$ cat config.mk
export PLATFORM = sky130hd
export DESIGN_NAME = uart_receiver
export DESIGN_NICKNAME = d
export VERILOG_FILES = /design/src/rtl/uart_receiver.sv
export SDC_FILE = /design/constraint.sdc
export NUM_CORES = 1
export LEC_CHECK = 0
export CORE_ASPECT_RATIO = 1.25
export CORE_UTILIZATION = 45
export CTS_CLUSTER_DIAMETER = 150
export DETAILED_ROUTE_END_ITERATION = 10
export GPL_TIMING_DRIVEN = 0
export PLACE_DENSITY = 0.65
export SLEW_MARGIN = 20
export SYNTH_ARGS = -nofsm -noshare
export SYNTH_HDL_FRONTEND = slang
export SYNTH_SLANG_ARGS = --single-unit
$ cat constraint.sdc
create_clock -name clk -period 1.8 [get_ports clk]
set_clock_uncertainty 0.05 [all_clocks]
set_input_delay 0.27 -clock clk [delete_from_list [all_inputs] [get_ports clk]]
set_output_delay 0.27 -clock clk [all_outputs]
set_load 0.05 [all_outputs]
$ cat src/rtl/uart_receiver.sv
// uart_receiver: 8N1 serial receiver with a ready/valid holding register.
// Optional even-parity bit between bit 7 and the stop bit when the macro
// UART_RX_PARITY_EN is defined; otherwise parity_error is tied low.

module uart_receiver #(
    parameter int CLOCK_FREQ = 125_000_000,
    parameter int BAUD_RATE  = 115_200
) (
    input  logic       clk,
    input  logic       rst,
    input  logic       serial_in,
    output logic [7:0] data_out,
    output logic       data_out_valid,
    input  logic       data_out_ready,
    output logic       framing_error,
    output logic       overrun,
    output logic       parity_error
);

    localparam int SYMBOL_EDGE_TIME = CLOCK_FREQ / BAUD_RATE;
    localparam int SAMPLE_TIME      = SYMBOL_EDGE_TIME / 2;
    localparam int CW               = $clog2(SYMBOL_EDGE_TIME);
    localparam logic [CW-1:0] EDGE_LAST   = CW'(SYMBOL_EDGE_TIME - 1);
    localparam logic [CW-1:0] SAMPLE_LAST = CW'(SAMPLE_TIME - 1);

    // state     | meaning
    // IDLE      | line idle, waiting for a falling edge (only when armed)
    // START     | half a bit into the start bit, confirm it is still low
    // DATA      | sample 8 data bits, LSB first, one per bit period
    // PARITY    | sample the even-parity bit (parity builds only)
    // STOP      | sample the stop bit, deliver or flag framing error
    // WAIT_IDLE | after a framing error, wait for the line to return high
    typedef enum logic [2:0] {
        S_IDLE,
        S_START,
        S_DATA,
`ifdef UART_RX_PARITY_EN
        S_PARITY,
`endif
        S_STOP,
        S_WAIT_IDLE
    } state_t;

    state_t          r_state;
    state_t          w_state_next;
    logic            r_sync1;
    logic            r_sync2;
    logic [1:0]      r_fill;
    logic            r_armed;
    logic [CW-1:0]   r_cnt;
    logic [2:0]      r_bit_idx;
    logic [7:0]      r_shift;
    logic [7:0]      r_data;
    logic            r_valid;
    logic            r_frame_err;
    logic            r_overrun;

    logic            w_rx_s;
    logic            w_edge;
    logic            w_mid;
    logic            w_cnt_clr;
    logic            w_shift;
    logic            w_stop_ok;
    logic            w_stop_bad;
    logic            w_consume;
`ifdef UART_RX_PARITY_EN
    logic            w_par_chk;
    logic            r_par_err;
`endif

    assign w_rx_s    = r_sync2;
    assign w_edge    = (r_cnt == EDGE_LAST);
    assign w_mid     = (r_cnt == SAMPLE_LAST);
    assign w_consume = r_valid & data_out_ready;

    // Two-flop synchronizer on the asynchronous line, idle-high reset values.
    always_ff @(posedge clk) begin
        if (rst) begin
            r_sync1 <= 1'b1;
            r_sync2 <= 1'b1;
        end else begin
            r_sync1 <= serial_in;
            r_sync2 <= r_sync1;
        end
    end

    // Arm only on a genuine high line: the synchronizer's reset 1s must flush
    // out first, or a line held low through reset would look like a start bit.
    always_ff @(posedge clk) begin
        if (rst) begin
            r_fill  <= 2'b00;
            r_armed <= 1'b0;
        end else begin
            r_fill <= {r_fill[0], 1'b1};
            if (r_fill[1] && w_rx_s)
                r_armed <= 1'b1;
        end
    end

    // FSM state register.
    always_ff @(posedge clk) begin
        if (rst)
            r_state <= S_IDLE;
        else
            r_state <= w_state_next;
    end

    // Next-state logic and per-cycle sample strobes.
    always_comb begin
        w_state_next = r_state;
        w_cnt_clr    = 1'b0;
        w_shift      = 1'b0;
        w_stop_ok    = 1'b0;
        w_stop_bad   = 1'b0;
`ifdef UART_RX_PARITY_EN
        w_par_chk    = 1'b0;
`endif
        case (r_state)
            S_IDLE: begin
                if (r_armed && !w_rx_s) begin
                    w_state_next = S_START;
                    w_cnt_clr    = 1'b1;
                end
            end
            S_START: begin
                if (w_mid) begin
                    if (w_rx_s) begin
                        w_state_next = S_IDLE;
                    end else begin
                        w_state_next = S_DATA;
                        w_cnt_clr    = 1'b1;
                    end
                end
            end
            S_DATA: begin
                if (w_edge) begin
                    w_shift   = 1'b1;
                    w_cnt_clr = 1'b1;
                    if (r_bit_idx == 3'd7) begin
`ifdef UART_RX_PARITY_EN
                        w_state_next = S_PARITY;
`else
                        w_state_next = S_STOP;
`endif
                    end
                end
            end
`ifdef UART_RX_PARITY_EN
            S_PARITY: begin
                if (w_edge) begin
                    w_par_chk    = 1'b1;
                    w_cnt_clr    = 1'b1;
                    w_state_next = S_STOP;
                end
            end
`endif
            S_STOP: begin
                if (w_edge) begin
                    w_cnt_clr = 1'b1;
                    if (w_rx_s) begin
                        w_stop_ok    = 1'b1;
                        w_state_next = S_IDLE;
                    end else begin
                        w_stop_bad   = 1'b1;
                        w_state_next = S_WAIT_IDLE;
                    end
                end
            end
            S_WAIT_IDLE: begin
                if (w_rx_s)
                    w_state_next = S_IDLE;
            end
            default: w_state_next = S_IDLE;
        endcase
    end

    // Bit-period counter: held at zero while idle, restarted at each sample.
    always_ff @(posedge clk) begin
        if (rst)
            r_cnt <= '0;
        else if (r_state == S_IDLE || r_state == S_WAIT_IDLE || w_cnt_clr)
            r_cnt <= '0;
        else
            r_cnt <= r_cnt + CW'(1);
    end

    // Data shift register, LSB first, and the index of the next data bit.
    always_ff @(posedge clk) begin
        if (rst) begin
            r_shift   <= 8'h00;
            r_bit_idx <= 3'd0;
        end else begin
            if (r_state == S_IDLE)
                r_bit_idx <= 3'd0;
            else if (w_shift)
                r_bit_idx <= r_bit_idx + 3'd1;
            if (w_shift)
                r_shift <= {w_rx_s, r_shift[7:1]};
        end
    end

    // Holding register: a good stop bit loads it unless a full, unconsumed
    // byte is still waiting, in which case the new byte is dropped.
    always_ff @(posedge clk) begin
        if (rst) begin
            r_data      <= 8'h00;
            r_valid     <= 1'b0;
            r_overrun   <= 1'b0;
            r_frame_err <= 1'b0;
        end else begin
            r_overrun   <= 1'b0;
            r_frame_err <= w_stop_bad;
            if (w_stop_ok && (!r_valid || w_consume)) begin
                r_data  <= r_shift;
                r_valid <= 1'b1;
            end else begin
                if (w_stop_ok)
                    r_overrun <= 1'b1;
                if (w_consume)
                    r_valid <= 1'b0;
            end
        end
    end

`ifdef UART_RX_PARITY_EN
    // Even parity: the parity bit must equal the XOR of the 8 data bits.
    always_ff @(posedge clk) begin
        if (rst)
            r_par_err <= 1'b0;
        else
            r_par_err <= w_par_chk && (w_rx_s != ^r_shift);
    end

    assign parity_error = r_par_err;
`else
    assign parity_error = 1'b0;
`endif

    assign data_out       = r_data;
    assign data_out_valid = r_valid;
    assign framing_error  = r_frame_err;
    assign overrun        = r_overrun;

endmodule

==> results of run 1 <==
==> logic make-up after synthesis <==
| family | after synthesis |
|---|---|
| simple gates | 74 |
| flops | 41 |
| compound gates | 30 |
| buf+inv | 20 |
| mux | 12 |
| xor+xnor | 8 |
| fa+ha+maj | 5 |
| other cells | 1 |
==> registers in the layout (all words and copies together), names as in the netlist, 2 cells and up <==
register	flops
r_cnt	11
data_out	8
r_shift	8
r_bit_idx	3
r_state	3
r_fill	2
==> routing by layer <==
metal  part of all wire [%]  vias up  global-route usage (%)
met5                      0        -                       0
met4                    2.7        0                    10.1
met3                    5.3        7                    4.79
met2                     48       41                    30.7
met1                     44      675                    21.5
li1                       -      728                       -
==> worst reg2reg max path, stage by stage, from the launching register on <==
cell and delay, ns:
dfxtp_4 0.36, inv_4 0.06, ha_4 0.11, and4b_1 0.21
buf_6 0.13, nand4_2 0.28, o31ai_1 0.35, a21oi_1 0.10
==> synth_stat cells (2+ instances only) <==
cell type  count  area (µm²)
nor2_1        23        86.3
buf_4          4        30.0
or3_1          2        12.5
nor3_1         4        20.0
nor2b_1        4        25.0
o21ai_0        2        10.0
nand2_1        7        26.3
mux2i_1       11         110
xnor2_1        4        35.0
nand4_1       11        68.8
ha_1           5        62.6
or2_2          2        12.5
inv_1          5        18.8
a21oi_1       13        65.1
dfxtp_1       41         821
nor3b_1        2        15.0
buf_2          5        25.0
xor2_1         4        35.0
clkbuf_1       4        15.0
o31ai_1        9        67.6
nand3_1        7        35.0
==> worst max-delay path by stage <==
| stage | endpoint | slack [ns] |
|---|---|---|
| 2_1_floorplan | r_state[0] | 0.09 |
| 3_3_place_gp | r_shift[6] | -0.02 |
| 3_5_place_dp | r_bit_idx[1] | -0.07 |
| 4_1_cts | r_state[0] | 0.0006 |
| 5_1_grt | r_state[0] | -0.02 |
| 6_report | data_out[6] | 0.03 |
==> cell type report <==
| cell class | count | area (µm²) |
|---|---|---|
| tap | 54 | 67.6 |
| fill | 359 | 1570 |
| sequential | 41 | 827 |
| timing repair buffer | 18 | 185 |
| inverter | 5 | 21.3 |
| multi-input combinational | 130 | 911 |
| clock inverter | 3 | 65.1 |
| clock buffer | 5 | 68.8 |
| buffer | 15 | 97.6 |
==> placed cells by master, fill, tap and decap left out, types with 6 or more instances in the layout <==
cell	Yosys	routed
a21oi_1	13	13
o31ai_1	9	6
clkdlybuf4s50_1	0	6
mux2i_1	11	11
dfxtp_1	41	38
nand4_1	11	11
nand3_1	7	7
nand2_1	7	7
buf_4	4	8
dlymetal6s2s_1	0	7
nor2_1	23	23
==> power groups by stage <==
| stage | Combinational [mW] | Clock (mW) | Sequential [mW] |
|---|---|---|---|
| 2_1_floorplan | 0.128 | 0 | 0.958 |
| 3_3_place_gp | 0.153 | 0 | 0.960 |
| 3_5_place_dp | 0.162 | 0 | 0.962 |
| 4_1_cts | 0.180 | 0.884 | 0.938 |
| 5_1_grt | 0.228 | 0.920 | 0.943 |
| 6_report | 0.209 | 0.862 | 0.942 |
==> stage by stage <==
stage	hold WS, ns	TNS [ns]	total power [mW]
global route	0.247	-0.0289	2.09
finish	0.250	0	2.01
detailed placement	0.343	-0.796	1.12
CTS	0.251	0	2.00
floorplan	0.324	0	1.09
global placement	0.341	-0.166	1.11
==> timing repair <==
| action | 4_1_cts | 5_1_grt |
|---|---|---|
| hold buffers | 0 | 0 |
| pin swaps | 3 | 2 |
| gates resized for setup | 7 | 18 |
| buffers inserted | 3 | 2 |
| setup endpoints to repair | 21 | 22 |
==> qor.yml, run 1 <==
path_buf_inv: 2
grt.overflow.total: 0
endpoint_kind: "flop"
tightest_slew_ns: 0.698
grt_usage_pct: 18.4
synth_area_um2: 1800
ir_drop_mv: 0.489
internal_power_mw: 1.57
hold_path.startpoint: "rst"
pre_cts_slack_ns: -0.0732
synth_area_per_cell_um2: 9.41
cp.depth: 7
status: "finished, final reports clean"
hold_path_depth: 2
crit_path_start_kind: "flop"
pwr-share-clk_pct: 42.8
synth_flop_cell: "dfxtp_1"
hpwl_mm: 2.41
die_h_um: 72.6
r2r-end: "data_out[6]"
synth-seq-cells: 41
p_seq_share_pct: 46.8
fin_ws_ns: 0.0302
cap_violations: 0
r2r_cells: 7
fin_cells: 271
cts_buffers: 5
vias: 1451
placementRows: 25
fmax_mhz: 565
grt_pass1_vias: 1311
grt_max_degree: 14
final-max-slew-violation-count: 0
finalSetupViolCount: 0
drt_iter0_markers: 43
synth_top_family_by_area: "simple AND/OR/NAND/NOR gates"
rsz0062_at_grt: "yes"
critPathArrivalTime_ns: 1.89
slowest_stage: "dfxtp_4"
cts_tree: "done"
antenna_found_initial: 0
cp_top_family: "simple AND/OR/NAND/NOR gates"
dr.pass1.iters: 5
synthAdderAreaFrac_pct: 3.48
min_to: "r_fill[1]"
avgViaCountPerCell: 5.35
cts.sinks: 41
initial_core_util_pct: 47.1
yosysSeqAreaShare_pct: 45.7
final_nets: 225
hold_path_class: "in -> reg"
crit_chain: "inv_4, ha_4, and4b_1, buf_6, nand4_2, o31ai_1, a21oi_1"
reg2reg_slack_ns: 0.03
area_delta_synth_final_pct: 24.9
drt-total-wl_mm: 3.55
r2r_start: "r_cnt[0]"
ys_warn_count: 0
async_flop_share_pct: 0
antennaDiodeCount: 0
fin_crit_ns: 1.77
synthCells: 191
synth-compound-area-share_pct: 11.2
critPathKind: "reg -> reg"
critPathMaxFanout: 9
design_area_um2: 2240
hold_viol: 0
wire_per_inst_um: 13.1
synth-simple-area-share_pct: 23.0
antenna_left: 0
cts_max_level: 2
startpoint: "r_cnt[0]"
grt_pass1_wl_mm: 5.82
ios: 16
power.leakage_nw: 0.971
synth_edf_count: 0
final_core_util_pct: 58.8
crit_path_max_incr_delay_ns: 0.36
power_switching_mw: 0.440
cts-root-buf: "clkbuf_8"
final_layout_size_suffix_gt1_share_pct: 18.0
synth_cell_types: 43
place_inst: 258
slew_headroom_pct: 52.3
synth-xor-area-share_pct: 3.90
place_area_um2: 1990
finalCritPeriodShare_pct: 98.3
gp_congestion: 0.824
syn_nets: 200
core_um2: 3820
clk_pin_slew_worst_paths_ns: 0.08
io_buffers: 13
switching_share_pct: 21.8
powerDensity_nw_per_um2: 897
die_w_um: 58.5
synth.mux.area_fraction_pct: 6.75
combinationalPowerShare_pct: 10.4
die-area_um2: 4250
drc: 0
cts_buffer_depth: 2
clk_latency_ns: 0.29
crit_required_ns: 1.92
(Power assumes the default switching activity.)
==> run 2: changes to the inputs <==
--- a/config.mk
+++ b/config.mk
@@ -9,8 +9,10 @@
 export CORE_UTILIZATION = 45
 export CTS_CLUSTER_DIAMETER = 150
 export DETAILED_ROUTE_END_ITERATION = 10
+export DONT_BUFFER_PORTS = 1
 export GPL_TIMING_DRIVEN = 0
-export PLACE_DENSITY = 0.65
+export PLACE_DENSITY = 0.58
+export REMOVE_ABC_BUFFERS = 1
 export SLEW_MARGIN = 20
 export SYNTH_ARGS = -nofsm -noshare
 export SYNTH_HDL_FRONTEND = slang
==> constraint.sdc (replaced) <==
create_clock -name clk -period 2.1 [get_ports clk]
set_clock_uncertainty 0.05 [all_clocks]
set_input_delay 0.315 -clock clk [delete_from_list [all_inputs] [get_ports clk]]
set_output_delay 0.315 -clock clk [all_outputs]
set_load 0.05 [all_outputs]
==> qor.yml, run 2 (synthesis gave the netlist of run 1 again) <==
status: "finished, final reports clean"
cts_buffers: 5
die-area_um2: 4250
dr.pass1.iters: 5
switching_share_pct: 21.9
crit_path_max_incr_delay_ns: 0.36
place_area_um2: 1780
clk_pin_slew_worst_paths_ns: 0.08
reg2reg_slack_ns: 0.15
final.setup.tns_ns: 0
rsz0062_at_grt: "no"
cts-root-buf: "clkbuf_8"
finalSetupViolCount: 0
tightest_slew_ns: 0.663
finalPower_mw: 1.57
final_layout_size_suffix_gt1_share_pct: 8.65
area_delta_synth_final_pct: 6.27
final_cell_mix: "41 x dfxtp_1, 23 x nor2_1, 13 x a21oi_1"
crit_required_ns: 2.23
antenna_found_initial: 0
final_core_util_pct: 50.0
cap_violations: 0
wire_per_inst_um: 13.9
cts_max_level: 2
die_w_um: 58.5
critPathCapture: "r_state[0]"
critPathMaxFanout: 6
die_h_um: 72.6
design_area_um2: 1910
grt_usage_pct: 17.7
grt_pass1_wl_mm: 5.67
cts.sinks: 41
r2r_cells: 6
layout_commonest_cell: "dfxtp_1"
cts_buffer_depth: 2
power_switching_mw: 0.344
hold_viol: 0
pre_cts_slack_ns: -0.0749
critPathArrivalTime_ns: 2.07
finalCritPeriodShare_pct: 92.7
largest_reg_flops: 11
drt_iter0_markers: 66
avgViaCountPerCell: 5.50
gp_congestion: 0.726
final_nets: 193
fmax_mhz: 514
drt-total-wl_mm: 3.31
fin_ws_ns: 0.153
place_inst: 230
hpwl_mm: 2.33
final-max-slew-violation-count: 0
io_buffers: 0
slowest_stage: "dfxtp_1"
internal_power_mw: 1.22
cts_tree: "done"
startpoint: "r_cnt[0]"
initial_core_util_pct: 47.1
hold_path_class: "in -> reg"
power.leakage_nw: 0.698
drc: 0
clk_latency_ns: 0.29
grt_max_degree: 27
powerDensity_nw_per_um2: 821
hold_buffers: 0
combinationalPowerShare_pct: 6.0
fin_crit_ns: 1.95
ios: 16
endpoint_kind: "flop"
core_um2: 3820
regMostFlops: "r_cnt"
grt_pass1_vias: 1269
antennaDiodeCount: 0
crit_chain: "inv_1, ha_1, and4b_1, o2111ai_2, a211oi_2, mux2_1"
fin_hold_ws_ns: 0.0317
pwr-share-clk_pct: 41.2
grt.overflow.total: 0
ir_drop_mv: 0.405
critPathKind: "reg -> reg"
p_seq_share_pct: 52.8
crit_path_start_kind: "flop"
slew_headroom_pct: 54.6
fin_cells: 239
r2r_start: "r_cnt[0]"
antenna_left: 0
r2r-end: "r_state[0]"
vias: 1315
hold_path.startpoint: "rst"
placementRows: 25
run 2: timing repair:
action / in CTS / in global routing
setup endpoints to repair: 20 / 0
resized for setup: 1 / 0
buffers inserted: 1 / 0
run 2: area by class of cell:
cell class                 count  area (µm²)
multi-input combinational    130         878
fill                         374        1910
sequential                    41         821
tap                           54        67.6
timing repair buffer           1        7.51
inverter                       5        18.8
clock buffer                   7        86.3
clock inverter                 1        30.0
run 2: worst min path at each step:
stage,endpoint,slack (ns),cells after the start
finish,data_out[1],0.03,1
global route,r_fill[1],0.02,1
CTS,data_out[2],0.02,1
detailed placement,data_out[2],0.34,1
global placement,r_state[1],0.34,1
floorplan,data_out[0],0.33,1
run 2: worst max-delay path: cells and delay by family, from the launching register on:
| kind | cells | cell delay (ns) |
|---|---|---|
| simple gates | 1 | 0.36 |
| compound gates | 2 | 0.48 |
| mux | 1 | 0.34 |
| buf+inv | 1 | 0.08 |
| flops | 1 | 0.36 |
| fa+ha+maj | 1 | 0.16 |
run 2: per-layer routing:
layer	global-route usage, %	part of all wire, %	vias up
li1	-	-	658
met1	18.4	41	623
met2	32.1	53	26
met3	5.14	3.4	8
met4	8.73	2.4	0
met5	0	0	-
run 2: power groups by stage:
stage	sequential [mW]	combinational, mW	clock [mW]
after floorplan	0.836	0.0774	0
after global placement	0.842	0.0899	0
after detailed placement	0.843	0.0935	0
after CTS	0.826	0.0956	0.662
after global routing	0.832	0.107	0.695
final	0.827	0.0943	0.647
==> variant 1, RTL diff (flow settings as in run 1) <==
Change the parameter `CLOCK_FREQ` from 125_000_000 to 500_000_000.
--- a/src/rtl/uart_receiver.sv
+++ b/src/rtl/uart_receiver.sv
@@ -5,3 +5,3 @@
 module uart_receiver #(
-    parameter int CLOCK_FREQ = 125_000_000,
+    parameter int CLOCK_FREQ = 500_000_000,
     parameter int BAUD_RATE  = 115_200
Formal check against the unedited RTL: same outputs for any inputs over 10 cycles, from zero or initial values and one cycle with rst high; that may be too few to reach the edited logic, so the function may still have changed.
==> variant 1 against run 1 <==
The run now ends with setup timing left. Worst hold slack better by 110 ps. Cell area up 5.0%. Worst setup slack lost 180 ps. Via count increased by 4.2%. Sequential share of layout area grew 0.097 points. Synthesized area rose by 3.5%. Critical path depth is 2 lower. Sequential cell count rose by 2. Routed wire length increased by 6.4%. Critical endpoint is now data_out[4]$_SDFFE_PP0P_.
Power is not compared: it rests on default switching activity, and its combinational part moved more than twofold at a synthesized area within 25%.
==> variant 1: results (changes against run 1) <==
| Metric | Value |
|---|---|
| Reg-to-Reg End | `data_out[4]$_SDFFE_PP0P_ (was data_out[6]$_SDFFE_PP0P_)` |
| Filler Cell Count | `381 (was 359)` |
| Cells after Synth | `201 (was 191)` |
| # setup viols final | `22 (was 0)` |
| Buffers outside the clock class | `31 (was 33)` |
| Via density | `5.34 (was 5.35)` |
| Worst Path Arrival | `2070 ps (was 1890 ps)` |
| WL met3 | `127 um (was 189 um)` |
| Fin nets | `236 (was 225)` |
| Crit path max fanout | `10 (was 9)` |
| Hold endpoint | `r_sync2$_SDFF_PP1_ (was r_fill[1]$_SDFF_PP0_)` |
| Mapped Nets | `209 (was 200)` |
| Post-Place Setup Slack | `-279 ps (was -73.2 ps)` |
| DRT Wirelength | `3780 um (was 3550 um)` |
| GPL Wtd Cong | `0.817 (was 0.824)` |
| Hold depth | `1 (was 2)` |
| Top cells by instance count after synthesis | `dfxtp_1 (43), nor2_1 (21), nand2_1 (16) (was dfxtp_1 (41), nor2_1 (23), a21oi_1 (13))` |
| Met1 usage | `0.205 (was 0.215)` |
| XOR/XNOR Fraction of Synth Area | `0.0518 (was 0.0390)` |
| Largest register FFs | `13 (was 11)` |
| R2R depth | `5 (was 7)` |
| Final Non-Filler Cells | `283 (was 271)` |
| Final setup margin | `-152 ps (was 30.2 ps)` |
| Hold WS | `363 ps (was 250 ps)` |
| Critical Path Max Stage Delay | `530 ps (was 360 ps)` |
| Met2 Routed Length | `2080 um (was 1700 um)` |
| Setup TNS | `-1310 ps (was 0 ps)` |
| Failing checks | `setup timing` |
| Hpwl dp | `2740 um (was 2410 um)` |
| Status | `finished with violations (was finished, final reports clean)` |
| Clock buf/inv share | `0.0478 (was 0.0597)` |
| DR pass1 iterations | `4 (was 5)` |
| 1st-iter DRT viols | `66 (was 43)` |
-- variant 1: cell count changes after synthesis, sizes merged, moves of 3 or more --
cell          run 1  this run
nand2             7        17
mux2i            11         6
o21ai             2        14
a21oi            13        10
nor4              0         3
buf              11         5
o31ai             9         1
-- variant 1: timing repair --
action	CTS	global route
endpoints found under the hold margin	0	0
gates cloned	0	1
pin swaps	6	9
resized for setup	12	17
setup buffers	5	2
setup endpoints to repair	35	38
-- variant 1: cell families after synthesis --
| family | Yosys count |
|---|---|
| AND/OR/NAND/NOR | 88 |
| adder cells (fa/ha/maj) | 4 |
| XOR/XNOR | 11 |
| other | 1 |
| buffers and inverters | 16 |
| multiplexers | 6 |
| flip-flops | 43 |
| AO/OA/AOI/OAI | 32 |
-- variant 1: power breakdown --
part | total, W | internal, W | switching, W
Combinational | 0.0000472 | 0.0000171 | 0.0000301
Clock | 0.000741 | 0.000413 | 0.000328
Sequential | 0.000959 | 0.000956 | 0.00000369
==> variant 2, RTL diff (settings of run 1) <==
Made on the original files. Register the output `framing_error` once more, with the module's reset; this adds one clock of latency there. The other outputs are not delayed to match.
--- a/src/rtl/uart_receiver.sv
+++ b/src/rtl/uart_receiver.sv
@@ -240,3 +240,9 @@
     assign data_out_valid = r_valid;
-    assign framing_error  = r_frame_err;
+    always_ff @(posedge clk) begin
+        if (rst) begin
+            framing_error <= '0;
+        end else begin
+            framing_error <= r_frame_err;
+        end
+    end
     assign overrun        = r_overrun;
Formal check against the unedited RTL: no difference found for any inputs over 10 cycles, from zero or initial values and one cycle with rst high; that may be too few to reach the edited logic, so the function may still have changed.
==> variant 2 against run 1 <==
The run now ends with setup timing left. Sequential share of layout area is 1.2 points higher. Worst hold slack better by 120 ps. Worst setup slack worse by 47 ps. Sequential power is 2.4% higher. Power is 6.0% lower. Synthesized cell count is 1.6% higher. Sequential cell count is 1 higher. Cell area is 0.28% lower. Routed wire length is 2.3% higher. Synthesized area is 2.2% higher. Global-route usage is 0.56 points higher. Critical endpoint is now r_cnt[9]$_SDFF_PP0_. Largest cell class unchanged.
==> variant 2: results (changes against run 1) <==
| Metric | Value |
|---|---|
| Status | `finished with violations (was finished, final reports clean)` |
| Failing checks | `setup timing` |
| Register area share after synthesis | `0.458 (was 0.457)` |
| Crit path max fanout | `5 (was 9)` |
| Inverters | `4 (was 5)` |
| Max VDD drop | `0.532 mV (was 0.489 mV)` |
| Setup TNS | `-78.9 ps (was 0 ps)` |
| Post-Place Setup Slack | `-137 ps (was -73.2 ps)` |
| Hold endpoint | `r_sync2$_SDFF_PP1_ (was r_fill[1]$_SDFF_PP0_)` |
| Seq pwr share | `0.510 (was 0.468)` |
| Reg2Reg Launch Point | `r_sync2$_SDFF_PP1_ (was r_cnt[0]$_SDFF_PP0_)` |
| Clock sink count | `42 (was 41)` |
| Filler Cell Count | `352 (was 359)` |
| First-pass GRT wire length | `6220 um (was 5820 um)` |
| Dpl cell area | `2040 um2 (was 1990 um2)` |
| Hpwl dp | `2600 um (was 2410 um)` |
| Hold Crit Start | `r_sync1$_SDFF_PP1_ (was rst)` |
| Number of global-route vias before repair | `1448 (was 1311)` |
| Final setup margin | `-16.9 ps (was 30.2 ps)` |
| DR pass1 iterations | `4 (was 5)` |
| Mapped Nets | `203 (was 200)` |
| Placed insts | `262 (was 258)` |
| Top cells by instance count after synthesis | `dfxtp_1 (42), nor2_1 (25), a21oi_1 (13) (was dfxtp_1 (41), nor2_1 (23), a21oi_1 (13))` |
| CP max-delay cell | `or4b_4 (was dfxtp_4)` |
| Non-clock buffer share | `0.107 (was 0.126)` |
| Hold WS | `374 ps (was 250 ps)` |
| PortBufs | `14 (was 13)` |
| P_clk | `0.000737 W (was 0.000862 W)` |
| Power Sequential | `0.000965 W (was 0.000942 W)` |
| Reg-to-Reg End | `r_cnt[9]$_SDFF_PP0_ (was data_out[6]$_SDFFE_PP0P_)` |
| Leakage power | `0.838 nW (was 0.971 nW)` |
| Hold depth | `1 (was 2)` |
| Slew @ Worst Pin | `513 ps (was 698 ps)` |
| GPL Wtd Cong | `0.739 (was 0.824)` |
| Buffers outside the clock class | `30 (was 33)` |
| # setup viols final | `9 (was 0)` |
| 1st-iter DRT viols | `44 (was 43)` |
## variant 2: cell types whose count changed in the layout (fill, tap and decap cells not counted), sizes merged, moves of 2 or more
cell / delta
clkdlybuf4s50: +7
dlymetal6s2s: -6
buf: -5
nor2b: +3
clkbuf: +2
nor2: +2
## variant 2: metal layers
metal	track usage	vias up	share of wire
li1	-	730	-
met1	0.184	668	0.38
met2	0.376	22	0.59
met3	0.0475	4	0.024
met4	0.0661	0	0.010
met5	0	-	0
## variant 2: cells by family after synthesis
group                      Yosys count  share of synthesized area
xor gates and xnor gates             8                     0.0381
other                                1                    0.00204
adders and majority gates            5                     0.0341
buffers and inverters               18                     0.0484
and+or+nand+nor                     79                      0.234
muxes                               12                     0.0668
DFF                                 42                      0.458
AOI/OAI and AO/OA                   29                      0.119
## variant 2: timing repair
action                                  CTS  global route
endpoints found under the setup margin   30            29
buffers inserted                          3             0
gates resized for setup                   9            16
cloned                                    1             0
pin swaps                                 3             1
